## src/rtl/hazard_ctrl_pkg.sv

```systemverilog
// Shared definitions for the pipeline hazard controller and the EX-stage mult/div unit.
// Latency: n/a (types and constants only).
// Backpressure: n/a.
package hazard_ctrl_pkg;

    // Controller state encoding, shared with the mult/div unit
    typedef enum logic {
        RUN     = 1'b0,
        MD_WAIT = 1'b1
    } state_t;

    // Default EX-occupancy of multi-cycle operations
    localparam int MUL_CYCLES_DEF = 4;
    localparam int DIV_CYCLES_DEF = 32;

    // Countdown width; 63 is the largest occupancy, so it never wraps
    localparam int CNT_W = 6;

    // Width of the saturating stall counter
    localparam int STALL_W = 16;

endpackage

```

## src/rtl/hazard_ctrl_md.sv

```systemverilog
// Countdown for multi-cycle operations: load a start value, decrement to zero, flag zero.
// Latency: load and decrement take effect at the next rising edge; zero is decoded from the register.
// Backpressure: none; the controller decides when to load and when to decrement.
module md_counter
    import hazard_ctrl_pkg::*;
(
    input  logic             clk,
    input  logic             rst,
    input  logic             load,
    input  logic [CNT_W-1:0] load_val,
    input  logic             dec,
    output logic             zero
);

    logic [CNT_W-1:0] cnt;

    // Count register: reset clears it, load has priority over decrement
    always_ff @(posedge clk) begin
        if (rst) begin
            cnt <= '0;
        end else if (load) begin
            cnt <= load_val;
        end else if (dec) begin
            cnt <= cnt - 1'b1;
        end
    end

    assign zero = (cnt == '0);

endmodule

```

## src/rtl/hazard_ctrl.sv

```systemverilog
// Pipeline hazard control: load-use stall, branch/jump flush, and front-end freeze while mult/div runs.
// Latency: control outputs are combinational (zero-latency); md_busy/md_done/stall_cnt come from registers.
// Backpressure: stalls the front end via pc_write/ifid_hold and feeds bubbles into ID/EX.
module hazard_ctrl
    import hazard_ctrl_pkg::*;
#(
    parameter int MUL_CYCLES = MUL_CYCLES_DEF,
    parameter int DIV_CYCLES = DIV_CYCLES_DEF
) (
    input  logic               clk,
    input  logic               rst,
    input  logic [4:0]         rs_id,
    input  logic [4:0]         rt_id,
    input  logic               use_rs_id,
    input  logic               use_rt_id,
    input  logic               memread_ex,
    input  logic [4:0]         rt_ex,
    input  logic               md_id,
    input  logic               md_div_id,
    input  logic               branch_taken_ex,
    input  logic               jump_id,
    output logic               pc_write,
    output logic               ifid_hold,
    output logic               ifid_flush,
    output logic               idex_bubble,
    output logic               md_busy,
    output logic               md_done,
    output logic [STALL_W-1:0] stall_cnt
);

    // The counter starts at N-2 so that, counting the issue cycle, the
    // unit is occupied for exactly N cycles and the front end stalls N-1.
    localparam logic [CNT_W-1:0] MUL_LD = CNT_W'(MUL_CYCLES - 2);
    localparam logic [CNT_W-1:0] DIV_LD = CNT_W'(DIV_CYCLES - 2);

    state_t state;
    state_t state_nxt;
    logic   lu;
    logic   cnt_load;
    logic   cnt_dec;
    logic   cnt_zero;

    // Load-use: EX load writes a register the ID instruction reads ($0 never hazards)
    assign lu = memread_ex && (rt_ex != 5'd0) &&
                ((use_rs_id && (rs_id == rt_ex)) || (use_rt_id && (rt_id == rt_ex)));

    md_counter u_md_counter (
        .clk      (clk),
        .rst      (rst),
        .load     (cnt_load),
        .load_val (md_div_id ? DIV_LD : MUL_LD),
        .dec      (cnt_dec),
        .zero     (cnt_zero)
    );

    // State register
    always_ff @(posedge clk) begin
        if (rst) begin
            state <= RUN;
        end else begin
            state <= state_nxt;
        end
    end

    // Next-state and control outputs; reset forces a flushed, frozen front end
    always_comb begin
        state_nxt   = state;
        pc_write    = 1'b1;
        ifid_hold   = 1'b0;
        ifid_flush  = 1'b0;
        idex_bubble = 1'b0;
        cnt_load    = 1'b0;
        cnt_dec     = 1'b0;
        if (rst) begin
            pc_write    = 1'b0;
            ifid_flush  = 1'b1;
            idex_bubble = 1'b1;
            state_nxt   = RUN;
        end else begin
            case (state)
                RUN: begin
                    if (branch_taken_ex) begin
                        ifid_flush  = 1'b1;
                        idex_bubble = 1'b1;
                    end else if (lu) begin
                        pc_write    = 1'b0;
                        ifid_hold   = 1'b1;
                        idex_bubble = 1'b1;
                    end else if (jump_id) begin
                        ifid_flush  = 1'b1;
                    end else if (md_id) begin
                        cnt_load    = 1'b1;
                        state_nxt   = MD_WAIT;
                    end
                end
                MD_WAIT: begin
                    pc_write    = 1'b0;
                    ifid_hold   = 1'b1;
                    idex_bubble = 1'b1;
                    if (cnt_zero) begin
                        state_nxt = RUN;
                    end else begin
                        cnt_dec   = 1'b1;
                    end
                end
                default: begin
                    state_nxt = RUN;
                end
            endcase
        end
    end

    // Busy/done decode only from registers, so they are glitch-free to the EX unit
    assign md_busy = (state == MD_WAIT);
    assign md_done = (state == MD_WAIT) && cnt_zero;

    // Saturating count of cycles the PC was frozen
    always_ff @(posedge clk) begin
        if (rst) begin
            stall_cnt <= '0;
        end else if (!pc_write && (stall_cnt != {STALL_W{1'b1}})) begin
            stall_cnt <= stall_cnt + 1'b1;
        end
    end

endmodule

```

## config.mk

```make
export PLATFORM = sky130hd
export DESIGN_NAME = hazard_ctrl
export DESIGN_NICKNAME = d
export VERILOG_FILES = /design/src/rtl/hazard_ctrl_pkg.sv /design/src/rtl/hazard_ctrl_md.sv /design/src/rtl/hazard_ctrl.sv
export SDC_FILE = /design/constraint.sdc
export NUM_CORES = 1
export LEC_CHECK = 0
export CORE_ASPECT_RATIO = 0.9
export CORE_MARGIN = 4
export CORE_UTILIZATION = 48
export DETAILED_ROUTE_END_ITERATION = 12
export MAX_ROUTING_LAYER = met4
export PLACE_DENSITY = 0.87
export SLEW_MARGIN = 10
export SYNTH_ARGS = -nofsm -noshare
export SYNTH_HDL_FRONTEND = slang
export SYNTH_SLANG_ARGS = --single-unit
```

## constraint.sdc

```tcl
create_clock -name clk -period 5.95 [get_ports clk]
set_input_delay 1.4875 -clock clk [delete_from_list [all_inputs] [get_ports clk]]
set_output_delay 1.4875 -clock clk [all_outputs]
set_load 0.02 [all_outputs]
```

==> impl_metrics.ini <==
[outcome]
status = finished clean

[setup_path]
worstPathRequired_ns = 4.46
worstSetupStartpointType = input port
critPathSlowestCell = or4b_2
end_kind = primary output
worstPathArrival_ns = 3.96
cpMostUsedCell = clkdlybuf4s50_1
slowest_delay_ns = 0.58
critical_path_peak_fanout = 3
crit_path_cell_trace = clkdlybuf4s50_1 -> or4_4 -> o21a_1 -> nand2_1 -> or4b_2 -> clkdlybuf4s50_1
crit_type = in -> out

[final_layout]
fin_util = 0.7118
layout-drive-gt1-share = 0.04831
nets = 234
diodes = 0
area_growth_pct = 36.08
num-fill-cells = 210

[clock_tree]
cts_tree = yes
cts.repair.resized = 0
htree_levels = 1
hold_buffers = 0
cts_max_path_buffers = 2
cts-root-buf = clkbuf_4
cts.clk_slew.worst_paths_ns = 0.12
numCtsBuffers = 3
insertion_delay_ns = 0.31
clock_sinks = 23
post_cts_buffers = 0

[synthesis]
synth_cell_type_count = 39
synthesis.nets = 188
ys_seq_area_frac = 0.3449
synth.top_cell.area_share = 0.3449
synth_edf_count = 0
ys.flop_type = dfxtp_1
ys_ff_latch = 23
yosysTopAreaCell = dfxtp_1
ys_async_sr_fraction = 0
yosys_warnings = 0
syn_area_per_cell_um2 = 8.241
syn_area_um2 = 1335
postSynthCellCount = 162
yosys-top-cells-area = dfxtp_1 (34%), xnor2_1 (9.2%), a21oi_1 (7.9%)

[placed_design]
place.gp.congestion = 0.7604
io_buffer_count = 45
dpl.hpwl_um = 2793
place_ws_ns = 0.5073

[route]
drtIter0Drc = 66
dr.pass1.iters = 4
detail_route.wirelength_um = 3609
drcViolationCount = 0
vias = 1394
ant_nets = 0
via_per_inst = 5.932
wl_per_cell_um = 15.36

[hold_path]
hp-class = reg -> reg

[timing]
tns_ns = 0
setup_ws_ns = 0.5016
hold_viol_final = 0
fin_crit_sh = 0.9157
slew_violations = 0
min_period_ns = 5.448
timing.fmax_mhz = 183.5
clock_skew_ns = 0.004856
setup_viol = 0
tightest_slew_ns = 0.6363
rsz0062_at_grt = no
slew_headroom = 0.5711

[die]
num_io_pins = 46
dieHeight_um = 58.03
coreArea_um2 = 2552
die_x_um = 63.59
start_util = 0.5230
dieArea_um2 = 3690
num_rows = 17

[global_routing]
grt_max_degree = 29
grt_pass1_vias = 1388
grt_pass1_wl_um = 6258
grt_use_total = 0.2147
grt_antenna_before_repair = 0
globalRouteOverflowTotal = 0

[flow_run]
maxCapViolations = 0

[pwr]
power_density_nw_per_um2 = 168.3
irDropWorstVdd_uv = 118.7
leakagePower_nw = 0.5927
## worst max-delay path, delay by kind of cell
kind / cells / cell delay, ns
and+or+nand+nor: 3 / 1.23
AOI/OAI and AO/OA: 1 / 0.20
buffers and inverters: 2 / 1.03
## cell type report
| class | instances | area [um2] | share of cell area |
|---|---|---|---|
| Sequential cell | 23 | 460.4 | 0.2534 |
| Tap cell | 28 | 35.03 | 0.01928 |
| Timing Repair Buffer | 46 | 457.9 | 0.2521 |
| Inverter | 5 | 18.77 | 0.01033 |
| Multi-Input combinational cell | 129 | 818.3 | 0.4504 |
| Clock buffer | 4 | 26.28 | 0.01446 |
## metal layers
layer,track usage,wire [um],vias up,part of all wire
met4,0.03385,24,0,0.0067
met5,-,0,-,0
met1,0.2370,1430,659,0.40
met2,0.4033,1978,48,0.55
li1,-,-,683,-
met3,0.04651,176,4,0.049
## path summary, 6_finish.rpt
path                            cells past startpoint  slack (ns)           end    startpoint
worst max-delay path                                6        0.50   idex_bubble      rt_ex[1]
worst min-delay path                                2        0.53  stall_cnt[6]  stall_cnt[6]
worst max register to register                      7        3.58  stall_cnt[8]  stall_cnt[0]
worst min register to register                      2        0.53  stall_cnt[6]  stall_cnt[6]
## synth_stat cells (all sizes together) (2+ instances only)
cell type / instances
ha: 2
inv: 5
or4: 4
nand2b: 2
clkbuf: 2
o31ai: 2
nor3: 3
nand3: 5
nand2: 10
and4: 2
xnor2: 14
or3: 11
or4b: 2
o21ai: 12
a21oi: 22
nor2: 12
xor2: 2
o21bai: 2
buf: 3
dfxtp: 23
and3: 2
nand4: 8
nor4: 2
## logic make-up (layout without fill, tap and decap cells)
kind of cell	count (synthesis)	count (layout)	share of synthesized area
XOR/XNOR	16	16	0.1050
AND/OR/NAND/NOR	66	66	0.2784
buffers and inverters	10	55	0.04217
adder cells (fa/ha/maj)	2	2	0.01874
multiplexers	1	1	0.007498
flip-flops	23	23	0.3449
AO/OA/AOI/OAI	44	44	0.2034
## sequential cells by signal, summed over array words and instances, names as in the netlist
signal            flops
u_md_counter.cnt      6
stall_cnt            16
md_busy               1
## layout by cell type (no fill, tap or decap), drive strengths merged, types with 2 or more instances in the layout
master | netlist | final
nor3 | 3 | 3
and3 | 2 | 2
o31ai | 2 | 2
a21oi | 22 | 22
or4b | 2 | 2
clkdlybuf4s50 | 0 | 45
nor4 | 2 | 2
ha | 2 | 2
xnor2 | 14 | 14
or4 | 4 | 4
o21bai | 2 | 2
o21ai | 12 | 12
and4 | 2 | 2
nand2b | 2 | 2
nand2 | 10 | 10
nor2 | 12 | 12
nand4 | 8 | 8
xor2 | 2 | 2
clkbuf | 2 | 4
nand3 | 5 | 5
dfxtp | 23 | 23
inv | 5 | 5
or3 | 11 | 11
## through the flow
step	hold WS [ns]	instances	instance area [um2]	power [mW]
2_1_floorplan	0.5211	162	1335	0.2055
3_3_place_gp	0.4997	231	1790	0.2333
4_1_cts	0.5287	235	1817	0.3078
6_report	0.5278	235	1817	0.3058
3_5_place_dp	0.5093	231	1790	0.2372
5_1_grt	0.5576	235	1817	0.3230
## power by group
group          internal (mW)  total, mW  switching, mW  leakage [nW]
Sequential             0.159      0.165        0.00626         0.186
Combinational         0.0365     0.0684         0.0320         0.391
Clock                 0.0262     0.0721         0.0459        0.0150
Total                  0.222      0.306         0.0842         0.593
Note: power is estimated with default switching activity, not from simulation.
==> RTL change: new RTL, same flow settings <==
The package constant `DIV_CYCLES_DEF` goes from 32 to 16.
--- a/src/rtl/hazard_ctrl_pkg.sv
+++ b/src/rtl/hazard_ctrl_pkg.sv
@@ -12,5 +12,5 @@
     // Default EX-occupancy of multi-cycle operations
     localparam int MUL_CYCLES_DEF = 4;
-    localparam int DIV_CYCLES_DEF = 32;
+    localparam int DIV_CYCLES_DEF = 16;
 
     // Countdown width; 63 is the largest occupancy, so it never wraps
Check against the original RTL: no difference found for any inputs over 10 cycles, from zero or initial values and one cycle with rst high; that may be too few to reach the edited logic, so the function may still have changed.
==> RTL change against the original RTL <==
- combinational power is 8.3% lower
- synthesized cell count is 1.2% lower
- sequential cell count stayed put
- routed wire length is 14% lower
- worst setup slack better by 110 ps
- cell area is 1.3% higher
- count of clock-buffer cells in the layout is 1 lower
- register-to-register slack better by 140 ps
- area after synthesis is 1.0% higher
- total power is 2.3% lower
- critical path type unchanged
- critical endpoint is now ifid_hold
- largest cell class unchanged
- highest routed layer unchanged
==> RTL change: results (changes against the original RTL) <==
global-route met1 utilization 21.4% (-2.3 points); layout cells sized above 1 5.91% (+1.1 points); buffering overhead 24.9% (-0.33 points); sequential area share after synthesis 34.1% (-0.35 points); multi-input gates 124 (-3.9%); DR WL/cell 12.9 um (-16%); M3 GR Usage 2.86% (-1.8 points); Post-Syn Instances 160 (-1.2%); Crit path max-delay family buffers and inverters; # fillers 196 (-6.7%); syn nets 186 (-1.1%); met2 usage 29.0% (-11 points); Placer Congestion 0.784 (+3.1%); first-pass GRT wire length 5040 um (-20%); Cell variety after synth 38 (-2.6%); worst vdd ir 0.0950 mV (-20%); share of cell area taken by multi-input logic gates 44.8% (-0.24 points); clock skew 10.8 ps (+5.95 ps); Pleak 0.616 nW (+3.9%); slowest CP cell clkdlybuf4s50_1; crit-path max cell delay 610 ps (+30 ps); pre-CTS setup slack 601 ps (+93.8 ps); Layout Cells excl Fill 241 (+2.6%); combinational power 0.0000627 W (-8.3%); Clk power 0.0000734 W (+2%); switch share 27.4% (-0.082 points); outcome complete, no violations; dominant cells by area after synthesis dfxtp_1 34%, xor2_1 7.8%, or3_1 5.1%
## RTL change: changes by cell type after synthesis, moves of 4 or more
cell / change
xnor2_1: -10
xor2_1: +10
a21oi_1: -8
nand4_1: -6
or4_1: +6
o31ai_1: +5
nand2_1: -4
## RTL change: final timing paths
check / start / endpoint / slack [ps] / cells after the start
worst max-delay path: rt_ex[3] / ifid_hold / 610 / 8
worst min-delay path: stall_cnt[10] / stall_cnt[10] / 510 / 2
worst max register to register: stall_cnt[0] / stall_cnt[13] / 3720 / 7
worst min register to register: stall_cnt[10] / stall_cnt[10] / 510 / 2
## RTL change: cell families (layout without fill, tap and decap cells)
logic type / after synthesis / after routing / share of synthesized area, %
xor+xnor: 16 / 16 / 10.4
simple gates: 66 / 66 / 28.4
buf+inv: 13 / 56 / 4.73
flops: 23 / 23 / 34.1
fa+ha+maj: 2 / 2 / 1.85
mux: 2 / 2 / 1.58
compound gates: 38 / 38 / 18.9
